$ cat config.mk
export PLATFORM = sky130hd
export DESIGN_NAME = pwm_duty_meter_flat
export DESIGN_NICKNAME = d
export VERILOG_FILES = /design/src/rtl/pwm_duty_meter_if.sv /design/src/rtl/pwm_duty_meter.sv /design/src/flat_wrapper.sv
export SDC_FILE = /design/constraint.sdc
export NUM_CORES = 1
export LEC_CHECK = 0
export CORE_ASPECT_RATIO = 0.9
export CORE_MARGIN = 2
export CORE_UTILIZATION = 45
export CTS_CLUSTER_DIAMETER = 40
export DETAILED_ROUTE_END_ITERATION = 10
export GPL_TIMING_DRIVEN = 1
export SLEW_MARGIN = 25
export SYNTH_ARGS = -nofsm -noshare
export SYNTH_HDL_FRONTEND = slang
export SYNTH_SLANG_ARGS = --single-unit
$ cat constraint.sdc
create_clock -name clk -period 5.6 [get_ports clk]
set_clock_uncertainty 0.15 [all_clocks]
set_input_delay 0.56 -clock clk [delete_from_list [all_inputs] [get_ports clk]]
set_output_delay 0.56 -clock clk [all_outputs]
set_load 0.005 [all_outputs]
$ cat src/rtl/pwm_duty_meter_if.sv
// Signal bundle between the PWM duty meter and its user: the measured PWM line in,
// the duty result and the multiplexed 7-segment display out.
interface pwm_duty_meter_if;
    logic       senal_in;
    logic [6:0] duty;
    logic       valid;
    logic       timeout;
    logic [7:0] catodos;
    logic [3:0] anodos;

    modport master (
        input  senal_in,
        output duty, valid, timeout, catodos, anodos
    );

    modport slave (
        output senal_in,
        input  duty, valid, timeout, catodos, anodos
    );
endinterface

$ cat src/rtl/pwm_duty_meter.sv
// Measures period and high time of an external PWM line and reports the duty cycle
// in integer percent, both as a register output and on a 4-digit 7-segment display.
module pwm_duty_meter #(
    parameter int CNT_W   = 20,
    parameter int MUX_DIV = 100000
) (
    input logic              clk,
    input logic              rst,
    pwm_duty_meter_if.master bus
);
    localparam int NUM_W  = CNT_W + 7;
    localparam int STEP_W = $clog2(NUM_W);
    localparam int MUX_W  = (MUX_DIV > 1) ? $clog2(MUX_DIV) : 1;

    localparam logic [CNT_W-1:0]  CNT_MAX   = '1;
    localparam logic [STEP_W-1:0] STEP_LAST = STEP_W'(NUM_W - 1);
    localparam logic [MUX_W-1:0]  MUX_LAST  = MUX_W'(MUX_DIV - 1);

    typedef enum logic {
        DIV_IDLE,
        DIV_RUN
    } div_state_e;

    logic              s_meta_q, s_meta_d;
    logic              s_sync_q, s_sync_d;
    logic              s_dly_q, s_dly_d;
    logic [CNT_W-1:0]  period_cnt_q, period_cnt_d;
    logic [CNT_W-1:0]  high_cnt_q, high_cnt_d;
    logic              armed_q, armed_d;
    logic              timeout_q, timeout_d;
    logic [6:0]        duty_q, duty_d;
    logic              valid_q, valid_d;
    div_state_e        div_state_q, div_state_d;
    logic [CNT_W-1:0]  divisor_q, divisor_d;
    logic [CNT_W-1:0]  rem_q, rem_d;
    logic [NUM_W-1:0]  quo_q, quo_d;
    logic [STEP_W-1:0] step_q, step_d;
    logic [MUX_W-1:0]  mux_cnt_q, mux_cnt_d;
    logic [1:0]        digit_q, digit_d;

    logic              rise;
    logic              timeout_hit;
    logic [CNT_W:0]    shifted;
    logic              div_ge;
    logic [CNT_W-1:0]  rem_next;
    logic [NUM_W-1:0]  quo_next;
    logic [6:0]        quo_clamped;

    assign rise        = s_sync_q & ~s_dly_q;
    assign timeout_hit = !rise && (period_cnt_q == CNT_MAX) && !timeout_q;

    // One restoring-division step: bring down the next numerator bit, subtract if it fits.
    assign shifted     = {rem_q, quo_q[NUM_W-1]};
    assign div_ge      = shifted >= {1'b0, divisor_q};
    assign rem_next    = div_ge ? (shifted[CNT_W-1:0] - divisor_q) : shifted[CNT_W-1:0];
    assign quo_next    = {quo_q[NUM_W-2:0], div_ge};
    assign quo_clamped = (quo_next > NUM_W'(100)) ? 7'd100 : quo_next[6:0];

    always_comb begin
        // NOTE: every _d gets its hold value first so no path leaves it unassigned (no latches).
        s_meta_d     = bus.senal_in;
        s_sync_d     = s_meta_q;
        s_dly_d      = s_sync_q;
        period_cnt_d = period_cnt_q;
        high_cnt_d   = high_cnt_q;
        armed_d      = armed_q;
        timeout_d    = timeout_q;
        duty_d       = duty_q;
        valid_d      = 1'b0;
        div_state_d  = div_state_q;
        divisor_d    = divisor_q;
        rem_d        = rem_q;
        quo_d        = quo_q;
        step_d       = step_q;
        mux_cnt_d    = mux_cnt_q;
        digit_d      = digit_q;

        if (rise) begin
            period_cnt_d = CNT_W'(1);
            high_cnt_d   = CNT_W'(1);
        end else begin
            if (period_cnt_q != CNT_MAX) period_cnt_d = period_cnt_q + CNT_W'(1);
            if (s_sync_q && (high_cnt_q != CNT_MAX)) high_cnt_d = high_cnt_q + CNT_W'(1);
        end

        if (timeout_hit) begin
            timeout_d   = 1'b1;
            armed_d     = 1'b0;
            duty_d      = s_sync_q ? 7'd100 : 7'd0;
            valid_d     = 1'b1;
            div_state_d = DIV_IDLE;
        end else begin
            if (rise) begin
                timeout_d = 1'b0;
                if (!armed_q) begin
                    armed_d = 1'b1;
                end else if (div_state_q == DIV_IDLE) begin
                    divisor_d   = period_cnt_q;
                    rem_d       = '0;
                    quo_d       = NUM_W'(high_cnt_q) * NUM_W'(100);
                    step_d      = STEP_LAST;
                    div_state_d = DIV_RUN;
                end
            end
            if (div_state_q == DIV_RUN) begin
                rem_d = rem_next;
                quo_d = quo_next;
                if (step_q == '0) begin
                    duty_d      = quo_clamped;
                    valid_d     = 1'b1;
                    div_state_d = DIV_IDLE;
                end else begin
                    step_d = step_q - STEP_W'(1);
                end
            end
        end

        if (mux_cnt_q == MUX_LAST) begin
            mux_cnt_d = '0;
            digit_d   = digit_q + 2'd1;
        end else begin
            mux_cnt_d = mux_cnt_q + MUX_W'(1);
        end
    end

    always_ff @(posedge clk or posedge rst) begin
        if (rst) begin
            s_meta_q     <= 1'b0;
            s_sync_q     <= 1'b0;
            s_dly_q      <= 1'b0;
            period_cnt_q <= '0;
            high_cnt_q   <= '0;
            armed_q      <= 1'b0;
            timeout_q    <= 1'b0;
            duty_q       <= '0;
            valid_q      <= 1'b0;
            div_state_q  <= DIV_IDLE;
            divisor_q    <= '0;
            rem_q        <= '0;
            quo_q        <= '0;
            step_q       <= '0;
            mux_cnt_q    <= '0;
            digit_q      <= '0;
        end else begin
            // NOTE: non-blocking so every flop samples the pre-edge values of its peers.
            s_meta_q     <= s_meta_d;
            s_sync_q     <= s_sync_d;
            s_dly_q      <= s_dly_d;
            period_cnt_q <= period_cnt_d;
            high_cnt_q   <= high_cnt_d;
            armed_q      <= armed_d;
            timeout_q    <= timeout_d;
            duty_q       <= duty_d;
            valid_q      <= valid_d;
            div_state_q  <= div_state_d;
            divisor_q    <= divisor_d;
            rem_q        <= rem_d;
            quo_q        <= quo_d;
            step_q       <= step_d;
            mux_cnt_q    <= mux_cnt_d;
            digit_q      <= digit_d;
        end
    end

    function automatic logic [6:0] seg7(input logic [3:0] d);
        case (d)
            4'd0:    return 7'b1000000;
            4'd1:    return 7'b1111001;
            4'd2:    return 7'b0100100;
            4'd3:    return 7'b0110000;
            4'd4:    return 7'b0011001;
            4'd5:    return 7'b0010010;
            4'd6:    return 7'b0000010;
            4'd7:    return 7'b1111000;
            4'd8:    return 7'b0000000;
            4'd9:    return 7'b0010000;
            default: return 7'b1111111;
        endcase
    endfunction

    logic       hundreds;
    logic [6:0] below_100;
    logic [3:0] tens;
    logic [3:0] units;
    logic [7:0] catodos;

    assign hundreds  = duty_q >= 7'd100;
    assign below_100 = hundreds ? (duty_q - 7'd100) : duty_q;
    assign tens      = 4'(below_100 / 7'd10);
    assign units     = 4'(below_100 % 7'd10);

    // Leading-zero blanking; dp (bit 7) stays off on every digit.
    always_comb begin
        catodos = 8'hFF;
        case (digit_q)
            2'd0:    catodos = {1'b1, seg7(units)};
            2'd1:    catodos = (!hundreds && tens == 4'd0) ? 8'hFF : {1'b1, seg7(tens)};
            2'd2:    catodos = hundreds ? {1'b1, seg7(4'd1)} : 8'hFF;
            default: catodos = 8'hFF;
        endcase
    end

    assign bus.duty    = duty_q;
    assign bus.valid   = valid_q;
    assign bus.timeout = timeout_q;
    assign bus.catodos = catodos;
    assign bus.anodos  = ~(4'b0001 << digit_q);
endmodule

$ cat src/flat_wrapper.sv
// flat-port wrapper written by rule: the top's interface ports become plain ports
module pwm_duty_meter_flat 
#(
    parameter int CNT_W   = 20,
    parameter int MUX_DIV = 100000
)
  (clk, rst, bus_senal_in, bus_duty, bus_valid, bus_timeout, bus_catodos, bus_anodos);
  pwm_duty_meter_if bus_i ();
  input logic clk;
  input logic rst;
  input wire logic [$bits(bus_i.senal_in)-1:0] bus_senal_in;
  output wire logic [$bits(bus_i.duty)-1:0] bus_duty;
  output wire logic [$bits(bus_i.valid)-1:0] bus_valid;
  output wire logic [$bits(bus_i.timeout)-1:0] bus_timeout;
  output wire logic [$bits(bus_i.catodos)-1:0] bus_catodos;
  output wire logic [$bits(bus_i.anodos)-1:0] bus_anodos;
  assign bus_i.senal_in = bus_senal_in;
  assign bus_duty = bus_i.duty;
  assign bus_valid = bus_i.valid;
  assign bus_timeout = bus_i.timeout;
  assign bus_catodos = bus_i.catodos;
  assign bus_anodos = bus_i.anodos;
  pwm_duty_meter #(.CNT_W(CNT_W), .MUX_DIV(MUX_DIV)) u_core (.clk(clk), .rst(rst), .bus(bus_i));
endmodule
==> results of run 1 <==
[metal layers]
layer,track usage [%],vias up,routed length [um]
met5,0,-,0
met4,3.53,0,158
met3,3.18,8,589
met2,31.5,99,10400
met1,27.7,3949,12200
li1,-,4299,-
[layout by cell type (no fill, tap or decap), types with 22 or more instances in the layout]
master	Yosys	final
dfrtp_1	145	145
nor2_1	140	139
inv_1	123	121
ha_1	108	108
nand2_1	96	96
o21ai_0	82	81
nand3_1	53	52
a21oi_1	47	46
xnor2_1	44	44
xor2_1	33	33
mux2i_1	26	26
buf_4	3	22
[final cells by class]
class                      instances  share of cell area, %
timing repair buffer              45                   3.34
inverter                         125                   3.97
tap                              302                   3.16
clock inverter                    15                   1.54
sequential                       145                   30.4
multi-input combinational        913                   54.1
clock buffer                      17                   3.56
[worst register-to-register path: cells and delay by family (launching register included)]
family / cells / cell delay (ns)
and+or+nand+nor: 1 / 0.20
buffers and inverters: 2 / 0.09
adders and majority gates: 4 / 1.43
xor gates and xnor gates: 1 / 0.27
AOI/OAI and AO/OA: 7 / 1.73
DFF: 1 / 0.45
[stage by stage]
stage / util (%) / TNS, ns / worst slack [ns]
finish: 51.2 / 0 / 0.295
global route: 51.2 / -0.00716 / -0.00716
CTS: 50.8 / 0 / 0.0108
detailed placement: 48.1 / 0 / 0.283
global placement: 48.1 / 0 / 0.429
floorplan: - / 0 / 0.904
[report_power, final]
group / internal (uW) / total [uW] / leakage [uW] / switching [uW]
clock: 706 / 1180 / 0.000284 / 472
combinational: 1480 / 3160 / 0.00343 / 1690
sequential: 1300 / 1560 / 0.00187 / 258
total: 3480 / 5900 / 0.00558 / 2410
[final timing paths]
kind | endpoint | depth (start not counted) | start | slack (ns)
max | bus_catodos[3] | 17 | u_core.bus.duty[2] | 0.29
min | u_core.s_dly_d | 0 | u_core.s_meta_q | 0.20
max reg2reg | u_core.quo_q[25] | 15 | u_core.high_cnt_q[4] | 1.16
min reg2reg | u_core.s_dly_d | 0 | u_core.s_meta_q | 0.20
max in group asynchronous | u_core.bus.valid | 3 | rst | 3.78
min in group asynchronous | u_core.high_cnt_q[19] | 2 | rst | 0.43
[Yosys cell counts (5+ instances only)]
library cell / number / share of area, %
o211ai_1: 13 / 0.91
xnor2_1: 44 / 3.6
buf_2: 7 / 0.33
a31oi_1: 10 / 0.58
ha_1: 108 / 13
o22ai_1: 16 / 0.94
nor2_1: 140 / 4.9
o311ai_0: 5 / 0.41
or2_2: 5 / 0.29
a21o_1: 10 / 0.70
a21oi_1: 47 / 2.2
nor2b_1: 11 / 0.64
clkbuf_1: 26 / 0.91
nand2_1: 96 / 3.4
dfrtp_1: 145 / 34
or3_1: 16 / 0.94
nand4_1: 17 / 0.99
and2_1: 6 / 0.35
inv_1: 123 / 4.3
a211oi_1: 14 / 0.98
nand3_1: 53 / 2.5
and4_1: 5 / 0.41
xor2_1: 33 / 2.7
mux2i_1: 26 / 2.4
nand2b_1: 15 / 0.88
o21ai_0: 82 / 3.8
and3_1: 12 / 0.70
fa_1: 16 / 3.0
o21a_1: 8 / 0.56
nor3_1: 19 / 0.89
nor4_1: 9 / 0.53
[state kept, by name, indices dropped and copies added, names as in the netlist, 2 cells and up]
signal / cells
u_core.rem_q: 20
u_core.high_cnt_q: 20
u_core.divisor_q: 20
u_core.quo_q: 27
u_core.step_q: 5
u_core.bus.duty: 7
u_core.digit_q: 2
u_core.mux_cnt_q: 17
u_core.period_cnt_q: 20
[what timing repair did]
item,CTS,global route
buffers inserted,0,8
setup endpoints to repair,2,6
gates resized for setup,2,8
pin swaps,1,5
[cell families after synthesis]
logic type | after synthesis | share of synthesized area [%]
and+or+nand+nor | 420 | 18.9
xor gates and xnor gates | 78 | 6.56
AOI/OAI and AO/OA | 261 | 15.9
adders and majority gates | 124 | 15.6
DFF | 145 | 33.9
muxes | 29 | 2.89
buffers and inverters | 165 | 6.19
other | 1 | 0.0351
==> qor.yml, run 1 <==
finish:
  fin_nets: 1374
  area_growth_syn_to_layout_pct: 11.7
  multi_input_area_um2: 6460
  final_cells: 1562
  seq_area_um2: 3630
  final_area_um2: 11900
  n_antenna_cell: 0
  drive_above_1_share_pct: 7.30
  fillCellCount: 2252
routing:
  drt-total-wl_um: 23400
  drc: 0
  wl_per_cell_um: 15.0
  vias_per_cell: 5.35
  route.vias.total: 8355
  detail-route-antenna-nets: 0
  first_pass_iters: 5
  drtIter0Drc: 489
timing:
  relSlewSlack_pct: 39.0
  period_minus_slack_ns: 5.31
  hold_ws_ns: 0.201
  setup_viol: 0
  min_period_over_period_pct: 94.7
  drv_slew: 0
  hold_viol: 0
  fmax_mhz: 188
  worstMarginPinSlew_ns: 0.916
power:
  power.density_nw_per_um2: 494
  power.total_uw: 5900
  ir_worst_vdd_mv: 0.555
  p_leak_uw: 0.00558
die:
  num_rows: 53
  die_w_um: 167
  die_y_um: 150
  core-area_um2: 23300
  io_pins: 24
  start_util_pct: 45.8
  die_area_um2: 25000
worst_setup_path:
  worst-path-max-fanout: 5
  cp_cell_sequence: "buf_6 -> ha_1 -> or3b_1 -> buf_4 -> a211oi_4 -> inv_2 -> mux4_2 -> xnor2_4 -> a221oi_4 -> ha_1 -> nor2b_1 -> o21ai_1 -> o221a_2 -> nand3_1 -> o21ai_0 -> a31oi_1 -> clkdlybuf4s50_1"
  cp.required_ns: 4.89
  path_common_cell: "ha_1"
  critPathLaunchType: "flip-flop"
  crit_buf_inv: 4
  cpPeakStageDelay_ns: 0.53
  endpoint_kind: "output port"
  critPathKind: "flip-flop to output port"
  path_delay_family: "compound AO/OA/AOI/OAI gates"
  arrival_ns: 4.60
  slowest_stage: "clkdlybuf4s50_1"
grt:
  grt_usage_pct: 19.4
  grt_pass1_wl_um: 40200
  antenna_found_initial: 0
  grt_max_degree: 60
  grt_pass1_vias: 8164
  overflow: 0
clock_network:
  hold_buffers: 0
  cts_buffers: 17
  clk_latency_ns: 0.42
  clock_sinks: 145
  cts_max_level: 4
  tritoncts: "done"
  clockRootBuffer: "clkbuf_16"
  clk_pin_slew_ns: 0.07
  clk_path_buf_depth: 2
synthesis:
  ys.flop_type: "dfrtp_1"
  synth_edf_count: 0
  synthCells: 1223
  synth-seq-area-share_pct: 33.9
  yosys_warnings: 0
  ys_seq_elements: 145
  yosys.cell_types.count: 82
  post_synth.cell_area_avg_um2: 8.75
  netlist_area_um2: 10700
  syn-num-nets: 1350
  async_reset_ff_share_pct: 100
place:
  placed_area_um2: 11200
  routabilityCongestion: 0.812
  hpwl_um: 17100
  portBuffers: 22
  dpl.cell_count: 1522
flow_run:
  max-cap-violations: 0
min_path:
  hold_class: "flip-flop to flip-flop"
status:
  status: "finished clean"
(Power assumes the default switching activity.)
==> run 2: changes to the inputs <==
SKIP_CTS_REPAIR_TIMING = 1   (was not set)
==> qor.yml, run 2 (synthesis gave the netlist of run 1 again) <==
status:
  status: "finished clean"
timing:
  fin_tns_setup_ns: 0  # unchanged
  fmax_mhz: 188  # -0.37%
  relSlewSlack_pct: 38.9  # -0.052 points
  period_minus_slack_ns: 5.32  # +0.0194 ns
  setup_viol: 0  # unchanged
  drv_slew: 0  # unchanged
  hold_viol: 0  # unchanged
  min_period_over_period_pct: 95.1  # +0.35 points
  hold_ws_ns: 0.201  # -0.0000110 ns
  worstMarginPinSlew_ns: 0.916  # +0.000784 ns
routing:
  first_pass_iters: 5  # unchanged
  drtIter0Drc: 601  # +23%
  vias_per_cell: 5.36  # +0.13%
  drc: 0  # unchanged
  wl_per_cell_um: 15.0  # +0.12%
  drt-total-wl_um: 23400  # +0.32%
  route.vias.total: 8382  # +0.32%
  detail-route-antenna-nets: 0  # unchanged
finish:
  final_area_um2: 12000  # +0.21%
  final_common_cell: "dfrtp_1"
  n_antenna_cell: 0  # unchanged
  area_growth_syn_to_layout_pct: 11.9
  fillCellCount: 2249  # -0.13%
  mostFrequentLayoutCells: "145 x dfrtp_1, 139 x nor2_1, 122 x inv_1, 107 x ha_1, 96 x nand2_1"
  largest_reg_flops: 27  # unchanged
  largest_register: "u_core.quo_q"
  drive_above_1_share_pct: 7.52  # +0.22 points
  fin_nets: 1377  # +0.22%
worst_setup_path:
  crit_path_end: "bus_catodos[3]"
  ff2ff_setup_slack_ns: 1.16  # about the same
  worst-path-max-fanout: 5  # unchanged
  endpoint_kind: "output port"
  crit_buf_inv: 4  # unchanged
  arrival_ns: 4.61  # about the same
  worst_setup_path_startpoint: "u_core.bus.duty[3]"
  r2r_end: "u_core.quo_q[25]"
  critPathLaunchType: "flip-flop"
  critPathKind: "flip-flop to output port"
  reg2reg_from: "u_core.high_cnt_q[4]"
  path_common_cell: "o21ai_0"
  cp_cell_sequence: "inv_1 -> ha_1 -> or3b_1 -> buf_4 -> a211oi_4 -> inv_2 -> mux4_2 -> xnor2_4 -> a221oi_4 -> ha_2 -> nor2b_1 -> o21ai_0 -> o221a_2 -> nand3_1 -> o21ai_0 -> a31oi_1 -> clkdlybuf4s50_1"
  path_delay_family: "compound AO/OA/AOI/OAI gates"
  reg2reg_depth: 15  # unchanged
  cpPeakStageDelay_ns: 0.53  # about the same
  cp.depth: 17  # unchanged
  cp.required_ns: 4.89  # about the same
  slowest_stage: "clkdlybuf4s50_1"
grt:
  grt_pass1_wl_um: 40200  # about the same
  overflow: 0  # unchanged
  grt_usage_pct: 19.4  # about the same
  antenna_found_initial: 0  # unchanged
  grt_max_degree: 60  # unchanged
  grt_pass1_vias: 8168  # +0.049%
clock_network:
  clk_pin_slew_ns: 0.07  # about the same
  clk_path_buf_depth: 2  # unchanged
  cts_max_level: 4  # unchanged
  tritoncts: "done"
  clockRootBuffer: "clkbuf_16"
  cts_buffers: 17  # unchanged
  clk_latency_ns: 0.42  # about the same
  clock_sinks: 145  # unchanged
die:
  die_y_um: 150  # unchanged
  die_w_um: 167  # unchanged
  io_pins: 24  # unchanged
  core-area_um2: 23300  # unchanged
  die_area_um2: 25000  # unchanged
  num_rows: 53  # unchanged
  start_util_pct: 45.8  # unchanged
power:
  ir_worst_vdd_mv: 0.556  # about the same
  power.density_nw_per_um2: 497  # +0.62%
  p_leak_uw: 0.00559  # +0.24%
  power.total_uw: 5950  # +0.83%
min_path:
  hold_class: "flip-flop to flip-flop"
place:
  placed_area_um2: 11200  # unchanged
  routabilityCongestion: 0.812  # unchanged
  hpwl_um: 17100  # unchanged
  portBuffers: 22  # unchanged
flow_run:
  max-cap-violations: 0  # unchanged
==> run 2: metrics by stage <==
| stage | setup slack, ns | utilization [%] | std cells |
|---|---|---|---|
| after floorplan | 0.904 | - | 1223 |
| after global placement | 0.429 | 48.1 | 1522 |
| after detailed placement | 0.283 | 48.1 | 1522 |
| after CTS | -0.180 | 50.7 | 1554 |
| after global routing | -0.0153 | 51.3 | 1565 |
| final | 0.275 | 51.3 | 1565 |
==> run 2: layout make-up <==
class	instances	area (um^2)	area share, %
clock buffer	17	425	3.55
sequential	145	3630	30.3
multi-input combinational	913	6460	54.0
clock inverter	15	184	1.54
timing repair buffer	48	422	3.52
inverter	125	474	3.96
tap	302	378	3.16
==> run 2: routing by layer <==
metal  global-route usage [%]  up-vias  routed length, um
met5                        0        -                  0
met4                     3.71        0                210
met3                     3.18       12                629
met2                     31.4      103              10500
met1                     27.6     3962              12100
li1                         -     4305                  -
==> run 2: worst min-delay path by stage <==
stage          cells past startpoint             end             from  slack [ns]
2_1_floorplan                      0  u_core.s_dly_d  u_core.s_meta_q        0.18
3_3_place_gp                       0  u_core.s_dly_d  u_core.s_meta_q        0.19
3_5_place_dp                       0  u_core.s_dly_d  u_core.s_meta_q        0.19
4_1_cts                            0  u_core.s_dly_d  u_core.s_meta_q        0.21
5_1_grt                            0  u_core.s_dly_d  u_core.s_meta_q        0.21
6_report                           0  u_core.s_dly_d  u_core.s_meta_q        0.20
==> run 2: report_power, final <==
group	switching, uW	leakage [uW]	total (uW)	internal (uW)
clock network	474	0.000284	1180	706
logic	1700	0.00344	3210	1510
registers	256	0.00187	1550	1300
total	2430	0.00559	5950	3520
==> run 3: changes to the inputs <==
clock period = 4.3 ns   (was 5.6 ns; I/O delays follow)
==> qor.yml, run 3 (synthesis gave the netlist of run 1 again) <==
power:
  switching_power_uw: 3330  # +37%
  clockPowerShare_pct: 19.6  # -0.2 points
  seq_power_share_pct: 25.1  # -1.0 points
  power.density_nw_per_um2: 645  # +30%
  internal-power_uw: 4730  # +34%
  power.total_uw: 8050  # +35%
  ir_worst_vdd_mv: 0.719  # +29%
  power.share.switching_pct: 41.3  # +0.46 points
  pwr-share-comb_pct: 55.4  # +1.4 points
  p_leak_uw: 0.00583  # +4.3%
routing:
  drt-total-wl_um: 24400  # +3.9%
  vias_per_cell: 5.34  # -0.24%
  wl_per_cell_um: 15.1  # +1.1%
  drtIter0Drc: 582  # -3.2%
  route.vias.total: 8597  # +2.6%
  drc: 0  # unchanged
  detail-route-antenna-nets: 0  # unchanged
  first_pass_iters: 5  # unchanged
clock_network:
  cts_max_level: 4  # unchanged
  clk_latency_ns: 0.43  # about the same
  clock_sinks: 145  # unchanged
  clk_pin_slew_ns: 0.07  # about the same
  tritoncts: "done"
  clk_path_buf_depth: 2  # unchanged
  cts_buffers: 17  # unchanged
  clockRootBuffer: "clkbuf_16"
finish:
  n_antenna_cell: 0  # unchanged
  largest_reg_flops: 27  # unchanged
  final_cells: 1609  # +2.8%
  drive_above_1_share_pct: 13.5  # +5.9 points
  final_common_cell: "dfrtp_1"
  largest_register: "u_core.quo_q"
  mostFrequentLayoutCells: "145 x dfrtp_1, 138 x nor2_1, 119 x inv_1, 101 x ha_1, 96 x nand2_1"
  final_area_um2: 12500  # +4.3%
  area_growth_syn_to_layout_pct: 16.7
  fin_nets: 1421  # +3.2%
worst_setup_path:
  cp.depth: 19  # +2
  path_delay_family: "compound AO/OA/AOI/OAI gates"
  reg2reg_depth: 15  # unchanged
  critPathKind: "flip-flop to output port"
  cp.required_ns: 3.72  # -1.17 ns
  endpoint_kind: "output port"
  crit_buf_inv: 4  # unchanged
  slowest_stage: "or3b_4"
  cpPeakStageDelay_ns: 0.41  # -0.12 ns
  arrival_ns: 3.93  # -0.68 ns
  worst-path-max-fanout: 4  # -1
  critPathLaunchType: "flip-flop"
  cp_cell_sequence: "inv_2 -> ha_4 -> or3b_4 -> a21boi_2 -> o21ai_2 -> o221a_2 -> a21oi_4 -> ha_2 -> inv_2 -> a221oi_4 -> buf_4 -> ha_4 -> nor2b_4 -> o21ai_4 -> o221a_4 -> nand3_2 -> o21ai_1 -> a31oi_1 -> buf_2"
status:
  status: "finished with violations"
  violations: "negative setup slack"
timing:
  setup_viol: 7  # +7
  drv_slew: 0  # unchanged
  fin_tns_setup_ns: -0.954  # -0.954 ns
  rsz0062_at_grt: "yes"
  period_minus_slack_ns: 4.51
  worst_slack_ns: -0.214  # -0.489 ns
  hold_viol: 0  # unchanged
  min_period_over_period_pct: 105
  fmax_mhz: 222
  hold_ws_ns: 0.199  # -0.00218 ns
  relSlewSlack_pct: 48.0  # +9.1 points
  worstMarginPinSlew_ns: 0.779  # -0.137 ns
min_path:
  hold_class: "flip-flop to flip-flop"
  min_path_cells: 0  # unchanged
grt:
  grt_max_degree: 70  # +17%
  grt_usage_pct: 20.0  # +0.65 points
  overflow: 0  # unchanged
  grt_pass1_vias: 8252  # +1.0%
  antenna_found_initial: 0  # unchanged
  grt_pass1_wl_um: 41300  # +2.8%
die:
  die_w_um: 167  # unchanged
  start_util_pct: 45.8  # unchanged
  num_rows: 53  # unchanged
  die_area_um2: 25000  # unchanged
  core-area_um2: 23300  # unchanged
  io_pins: 24  # unchanged
  die_y_um: 150  # unchanged
place:
  routabilityCongestion: 0.833  # +2.6%
  hpwl_um: 17700  # +3.4%
  portBuffers: 22  # unchanged
  placed_area_um2: 11600  # +3.6%
  dpl.cell_count: 1572  # +3.3%
flow_run:
  max-cap-violations: 0  # unchanged
## run 3: changes by cell type in the layout (fill, tap and decap cells not counted), sizes merged
cell	change
clkbuf	+3
clkdlybuf4s50	-6
buf	+49
dlymetal6s2s	-1
clkinv	-1
## run 3: worst reg2reg max path: cells and delay by family (launching register included)
family	cells	cell delay (ns)
buf+inv	2	0.11
compound gates	7	1.63
xor+xnor	1	0.26
simple gates	1	0.18
fa+ha+maj	4	1.32
flops	1	0.41
## run 3: through the flow
step                util [%]  setup slack [ns]
floorplan                  -           -0.0902
global placement        49.9            -0.206
detailed placement      49.9            -0.330
CTS                     52.5            -0.793
global route            53.5            -0.387
finish                  53.5            -0.214
## run 3: area by class of cell
type | count | area [um^2]
flip-flops and latches | 145 | 3630
clock inverters | 14 | 180
well taps | 302 | 378
multi-input cells | 913 | 6660
fillers | 2127 | 10900
repair buffers | 92 | 731
clock buffers | 18 | 439
inverters | 125 | 473
## run 3: final timing paths
path / startpoint / end / slack [ns]
worst max-delay path: u_core.bus.duty[3] / bus_catodos[3] / -0.21
worst min-delay path: u_core.s_meta_q / u_core.s_dly_d / 0.20
worst max register to register: u_core.high_cnt_q[4] / u_core.quo_q[25] / 0.08
worst min register to register: u_core.s_meta_q / u_core.s_dly_d / 0.20
max in group asynchronous: rst / u_core.rem_q[8] / 2.79
min in group asynchronous: rst / u_core.high_cnt_q[4] / 0.34
## run 3: routing by layer
layer,part of all wire [%],track usage [%],vias up
met1,52,28.6,4086
li1,-,-,4406
met5,0,0,-
met2,45,32.0,89
met4,0.87,4.44,0
met3,2.3,3.29,16
## run 3: power by group through the flow
stage / Combinational [uW] / Clock [uW] / Sequential (uW)
2_1_floorplan: 3050 / 0 / 1930
3_3_place_gp: 4260 / 0 / 2030
3_5_place_dp: 4320 / 0 / 2030
4_1_cts: 4340 / 1610 / 2010
5_1_grt: 5000 / 1660 / 2070
6_report: 4460 / 1570 / 2020
